<file path="config.mk">
export PLATFORM = sky130hd
export DESIGN_NAME = muldiv_sequencer_flat
export DESIGN_NICKNAME = d
export VERILOG_FILES = /design/src/rtl/muldiv_sequencer_if.sv /design/src/rtl/muldiv_sequencer.sv /design/src/flat_wrapper.sv
export SDC_FILE = /design/constraint.sdc
export NUM_CORES = 1
export LEC_CHECK = 0
export ABC_AREA = 1
export BUFFER_PORTS_ARGS = -buffer_cell sky130_fd_sc_hd__buf_2
export CAP_MARGIN = 20
export CORE_MARGIN = 5
export CORE_UTILIZATION = 60
export CTS_CLUSTER_DIAMETER = 30
export DETAILED_ROUTE_END_ITERATION = 10
export HOLD_SLACK_MARGIN = 0.12
export PLACE_DENSITY_LB_ADDON = 0.15
export SLEW_MARGIN = 20
export SYNTH_ARGS = -nofsm -noshare
export SYNTH_HDL_FRONTEND = slang
export SYNTH_SLANG_ARGS = --single-unit
</file>
<file path="constraint.sdc">
create_clock -name clk -period 7.3 [get_ports clk]
set_input_delay 0.73 -clock clk [delete_from_list [all_inputs] [get_ports clk]]
set_output_delay 0.73 -clock clk [all_outputs]
set_load 0.02 [all_outputs]
</file>
<file path="src/rtl/muldiv_sequencer_if.sv">
// Issue/result bundle between the EX stage and the iterative multiply/divide unit.
// The master issues MULTU/DIVU and reads HI/LO; the slave is the sequencer itself.
interface muldiv_sequencer_if #(
  parameter int unsigned WIDTH = 32
);
  logic             Start;
  logic             Op;
  logic [WIDTH-1:0] DataA;
  logic [WIDTH-1:0] DataB;
  logic             Busy;
  logic             Done;
  logic             DivByZero;
  logic [WIDTH-1:0] Hi;
  logic [WIDTH-1:0] Lo;

  modport master (
    output Start, Op, DataA, DataB,
    input  Busy, Done, DivByZero, Hi, Lo
  );

  modport slave (
    input  Start, Op, DataA, DataB,
    output Busy, Done, DivByZero, Hi, Lo
  );
endinterface

</file>
<file path="src/rtl/muldiv_sequencer.sv">
// Iterative unsigned MULTU/DIVU unit: one shift-add or restoring-divide step per clock,
// with HI/LO written only when an operation completes.
module muldiv_sequencer #(
  parameter int unsigned WIDTH = 32,
  parameter int unsigned CNT_W = 5
) (
  input  logic                clk,
  input  logic                rst,
  muldiv_sequencer_if.slave   mdu_io
);

  typedef enum logic [1:0] {StIdle, StRun, StDone} state_e;

  state_e               state_q, state_d;
  logic [CNT_W-1:0]     cnt_q, cnt_d;
  logic                 op_q, op_d;
  logic [2*WIDTH-1:0]   acc_q, acc_d;
  logic [WIDTH-1:0]     opb_q, opb_d;
  logic [WIDTH-1:0]     hi_q, hi_d;
  logic [WIDTH-1:0]     lo_q, lo_d;
  logic                 dbz_q, dbz_d;

  // Multiply: acc = {partial product, remaining multiplier}; opb_q holds the multiplicand.
  logic [WIDTH:0]       mul_sum;
  logic [2*WIDTH-1:0]   mul_next;

  assign mul_sum  = {1'b0, acc_q[2*WIDTH-1:WIDTH]} + {1'b0, opb_q};
  assign mul_next = acc_q[0] ? {mul_sum, acc_q[WIDTH-1:1]} : {1'b0, acc_q[2*WIDTH-1:1]};

  // Divide: acc = {remainder, quotient}. The shifted remainder can need WIDTH+1 bits,
  // so the trial subtraction carries one more bit as its sign.
  logic [WIDTH:0]       div_rem_sh;
  logic [WIDTH+1:0]     div_trial;
  logic [2*WIDTH-1:0]   div_next;

  assign div_rem_sh = acc_q[2*WIDTH-1:WIDTH-1];
  assign div_trial  = {1'b0, div_rem_sh} - {2'b00, opb_q};
  assign div_next   = div_trial[WIDTH+1] ?
                      {div_rem_sh[WIDTH-1:0], acc_q[WIDTH-2:0], 1'b0} :
                      {div_trial[WIDTH-1:0], acc_q[WIDTH-2:0], 1'b1};

  logic [2*WIDTH-1:0]   step_res;
  assign step_res = op_q ? div_next : mul_next;

  always_comb begin
    state_d = state_q;
    cnt_d   = cnt_q;
    op_d    = op_q;
    acc_d   = acc_q;
    opb_d   = opb_q;
    hi_d    = hi_q;
    lo_d    = lo_q;
    dbz_d   = dbz_q;

    unique case (state_q)
      StIdle: begin
        if (mdu_io.Start) begin
          op_d  = mdu_io.Op;
          cnt_d = CNT_W'(WIDTH - 1);
          if (mdu_io.Op) begin
            opb_d = mdu_io.DataB;
            acc_d = {{WIDTH{1'b0}}, mdu_io.DataA};
          end else begin
            opb_d = mdu_io.DataA;
            acc_d = {{WIDTH{1'b0}}, mdu_io.DataB};
          end
          if (mdu_io.Op && (mdu_io.DataB == '0)) begin
            state_d = StDone;
            hi_d    = mdu_io.DataA;
            lo_d    = '1;
            dbz_d   = 1'b1;
          end else begin
            state_d = StRun;
            dbz_d   = 1'b0;
          end
        end
      end
      StRun: begin
        acc_d = step_res;
        cnt_d = cnt_q - 1'b1;
        if (cnt_q == '0) begin
          hi_d    = step_res[2*WIDTH-1:WIDTH];
          lo_d    = step_res[WIDTH-1:0];
          state_d = StDone;
        end
      end
      StDone: begin
        dbz_d   = 1'b0;
        state_d = StIdle;
      end
      default: state_d = StIdle;
    endcase
  end

  always_ff @(posedge clk or posedge rst) begin
    if (rst) begin
      state_q <= StIdle;
      cnt_q   <= '0;
      op_q    <= 1'b0;
      acc_q   <= '0;
      opb_q   <= '0;
      hi_q    <= '0;
      lo_q    <= '0;
      dbz_q   <= 1'b0;
    end else begin
      state_q <= state_d;
      cnt_q   <= cnt_d;
      op_q    <= op_d;
      acc_q   <= acc_d;
      opb_q   <= opb_d;
      hi_q    <= hi_d;
      lo_q    <= lo_d;
      dbz_q   <= dbz_d;
    end
  end

  assign mdu_io.Busy      = (state_q == StRun);
  assign mdu_io.Done      = (state_q == StDone);
  assign mdu_io.DivByZero = dbz_q;
  assign mdu_io.Hi        = hi_q;
  assign mdu_io.Lo        = lo_q;

endmodule
</file>
<file path="src/flat_wrapper.sv">
// flat-port wrapper written by rule: the top's interface ports become plain ports
module muldiv_sequencer_flat 
#(
  parameter int unsigned WIDTH = 32,
  parameter int unsigned CNT_W = 5
)
  (clk, rst, mdu_io_Start, mdu_io_Op, mdu_io_DataA, mdu_io_DataB, mdu_io_Busy, mdu_io_Done, mdu_io_DivByZero, mdu_io_Hi, mdu_io_Lo);
  muldiv_sequencer_if #(.WIDTH(WIDTH)) mdu_io_i ();
  input  logic clk;
  input  logic rst;
  input wire logic [$bits(mdu_io_i.Start)-1:0] mdu_io_Start;
  input wire logic [$bits(mdu_io_i.Op)-1:0] mdu_io_Op;
  input wire logic [$bits(mdu_io_i.DataA)-1:0] mdu_io_DataA;
  input wire logic [$bits(mdu_io_i.DataB)-1:0] mdu_io_DataB;
  output wire logic [$bits(mdu_io_i.Busy)-1:0] mdu_io_Busy;
  output wire logic [$bits(mdu_io_i.Done)-1:0] mdu_io_Done;
  output wire logic [$bits(mdu_io_i.DivByZero)-1:0] mdu_io_DivByZero;
  output wire logic [$bits(mdu_io_i.Hi)-1:0] mdu_io_Hi;
  output wire logic [$bits(mdu_io_i.Lo)-1:0] mdu_io_Lo;
  assign mdu_io_i.Start = mdu_io_Start;
  assign mdu_io_i.Op = mdu_io_Op;
  assign mdu_io_i.DataA = mdu_io_DataA;
  assign mdu_io_i.DataB = mdu_io_DataB;
  assign mdu_io_Busy = mdu_io_i.Busy;
  assign mdu_io_Done = mdu_io_i.Done;
  assign mdu_io_DivByZero = mdu_io_i.DivByZero;
  assign mdu_io_Hi = mdu_io_i.Hi;
  assign mdu_io_Lo = mdu_io_i.Lo;
  muldiv_sequencer #(.WIDTH(WIDTH), .CNT_W(CNT_W)) u_core (.clk(clk), .rst(rst), .mdu_io(mdu_io_i));
endmodule
</file>
==> flow_summary_export.csv <==
group,metric,value,unit
status,status,"complete, no violations",
worst_setup_path,crit_start,"mdu_io_Op",
clock_tree,postCtsHoldBufs,0,
global_routing,grt_pass1_vias,13900,
placement,pre_cts_ws,3.602,ns
clock_tree,cts_buffers,17,
logic_synthesis,synthTopCellsByArea,"dfrtp_1, nand2_1, inv_1",
worst_setup_path,worstSetupPathType,"input port to register",
drt,first_pass_iters,7,
logic_synthesis,synthMostInstantiatedCell,"nand2_1",
drt,wl_per_cell,17.73,um
logic_synthesis,synth_nets,2361,
run,drv_cap,0,
clock_tree,ctsHtreeMaxLevel,4,
worst_setup_path,reg2reg_depth,10,
worst_setup_path,setup.worst_path.end_class,"register",
worst_setup_path,rr_endpoint,"u_core.cnt_q[3]",
global_routing,track_usage,34.84,%
sta,fin_tns_setup,0,ns
sta,rsz0062_at_grt,"no",
global_routing,grt_pass1_wl,73150,um
global_routing,antenna_found_initial,1,
layout,drive_above_1_share,9.201,%
worst_setup_path,endpoint,"u_core.mdu_io.Hi[20]",
placement,dp_cells,2568,
logic_synthesis,syn_area,0.01387,mm^2
worst_setup_path,worstSetupStartpointType,"input port",
clock_tree,clock_path_buffers,2,
floorplanning,core,0.02271,mm^2
clock_tree,cts_tree,"done",
worst_setup_path,reg2reg_slack,4.10,ns
logic_synthesis,synth-edff-count,0,
placement,gp_congestion,0.9993,
placement,hpwlAfterDp,35680,um
sta,slew_viol_final,0,
sta,max_freq,300.8,MHz
logic_synthesis,ys_ff_latch,169,
logic_synthesis,synth_cell_types,44,
drt,wl,46120,um
floorplanning,die_y,162.0,um
logic_synthesis,seq_area_frac_synth,30.49,%
floorplanning,die_area,0.02626,mm^2
logic_synthesis,yosys.area.top_type,"dfrtp_1",
clock_tree,root_buffer,"clkbuf_16",
sta,tightest_slew,1.029,ns
logic_synthesis,synthArstFlopShare,100.0,%
floorplanning,die_x,162.0,um
logic_synthesis,ys_warn_count,0,
worst_setup_path,arrival,3.62,ns
worst_setup_path,crit_fanout,94,
global_routing,overflow,0,
worst_setup_path,r2r_start,"u_core.state_q[0]",
placement,port_buffers,134,
drt,highest_layer,"met4",
drt,route.met2.wl,20150,um
clock_tree,clk_pin_slew_worst_paths,0.06,ns
drt,vias,14920,
logic_synthesis,synth_ff_type,"dfrtp_1",
clock_tree,cts_sinks,169,
floorplanning,io_pins,135,
sta,relSlewSlack,31.32,%
layout,fillers,2175,
logic_synthesis,netlist_instances,2225,
worst_setup_path,required,7.60,ns
drt,met1Wirelength,19850,um
sta,fin_worst_skew,0.01175,ns
layout,finalNonFillerCells,2601,
floorplanning,rows,55,
drt,routed-wl-met3,4634,um
floorplanning,initial_core_util,61.07,%
sta,setup_slack,3.976,ns
worst_hold_path,min_path_type,"register to register",
logic_synthesis,avgSynthCellArea,6.234,um^2
sta,setup_viol,0,
logic_synthesis,synth_top_area_share,30.49,%
clock_tree,cts_setup_buffers,0,
sta,period_share,45.54,%
sta,period_minus_slack,3.324,ns
layout,syn2layout_area_growth,9.598,%
global_routing,grt_max_degree,107,
drt,drtAntennaViolNets,0,
drt,viasPerCell,5.736,
logic_synthesis,synth_commonest_cells,"nand2_1, inv_1, nor2_1, dfrtp_1, a21oi_1",
clock_tree,cts_resized,0,
sta,hold_viol_final,0,
drt,remaining_drc_errors,0,
clock_tree,clk-insertion-delay-late,0.42,ns
layout,fin_nets,2438,
drt,drtIter0Drc,1732,
==> layer usage <==
metal  track usage [%]  vias up
li1                  -     7204
met1             49.96     6872
met2             54.32      747
met3             5.532       96
met4             11.23        0
met5                 0        -
==> stage by stage <==
stage / cell area [um^2] / hold WS, ns / util [%]
global route: 15200 / 0.5202 / 66.93
floorplan: 13870 / 0.4730 / -
finish: 15200 / 0.4867 / 66.94
detailed placement: 14600 / 0.4716 / 64.30
global placement: 14600 / 0.4642 / 64.30
CTS: 15200 / 0.4875 / 66.93
==> sequential cells by signal (all words and copies together), names as in the netlist <==
register	flops
u_core.op_q	1
u_core.cnt_q	5
u_core.acc_q	64
u_core.opb_q	32
u_core.state_q	2
u_core.mdu_io.Lo	32
u_core.mdu_io.DivByZero	1
u_core.mdu_io.Hi	32
==> logic make-up (layout without fill, tap and decap cells) <==
logic type      count (synthesis)  after routing  synth area share [%]
flops                         169            169                 30.49
fa+ha+maj                      68             68                 6.243
simple gates                 1148           1148                 33.92
other cells                     0              1                     0
xor+xnor                       15             15                0.9473
buf+inv                       444            534                 12.52
compound gates                381            381                 15.88
==> worst max-delay path: stages <==
cell and delay [ns]:
buf_2 0.08, buf_4 0.59, inv_2 0.56, nor2_2 0.23
nand4_1 0.11, nor4_1 0.21, nand3_1 0.10, nand2_1 0.13
nand2_4 0.06, buf_4 0.37, a21oi_1 0.28, a21oi_1 0.10
==> layout by cell type, fill, tap and decap left out, types with 43 or more instances in the layout <==
master   instances
nand2_1        764
inv_1          352
nor2_1         180
dfrtp_1        168
a21oi_1        157
buf_2          134
nand3_1        129
o21ai_0         70
ha_1            66
o21ai_1         43
==> cell type report <==
cell class / count / area [um^2] / area share (%)
multi-input cells: 1612 / 7921 / 52.11
inverters: 359 / 1353 / 8.898
flip-flops and latches: 169 / 4233 / 27.85
diodes: 1 / 2.502 / 0.01646
repair buffers: 143 / 738.2 / 4.856
clock inverters: 11 / 136.4 / 0.8972
clock buffers: 21 / 460.4 / 3.029
well taps: 285 / 356.6 / 2.346
==> worst min-delay path by stage <==
stage	start	depth (start not counted)	slack, ns	endpoint
2_1_floorplan	u_core.acc_q[1]	1	0.47	u_core.acc_q[1]
3_3_place_gp	u_core.mdu_io.Lo[26]	2	0.46	u_core.mdu_io.Lo[26]
3_5_place_dp	u_core.mdu_io.Lo[27]	2	0.47	u_core.mdu_io.Lo[27]
4_1_cts	u_core.mdu_io.Lo[27]	2	0.49	u_core.mdu_io.Lo[27]
5_1_grt	u_core.mdu_io.Lo[17]	2	0.52	u_core.mdu_io.Lo[17]
6_report	u_core.mdu_io.Lo[27]	2	0.49	u_core.mdu_io.Lo[27]
Power is left out: the tool's default activity adds up to more than one toggle a clock period on the data nets, which glitch-free logic cannot reach.
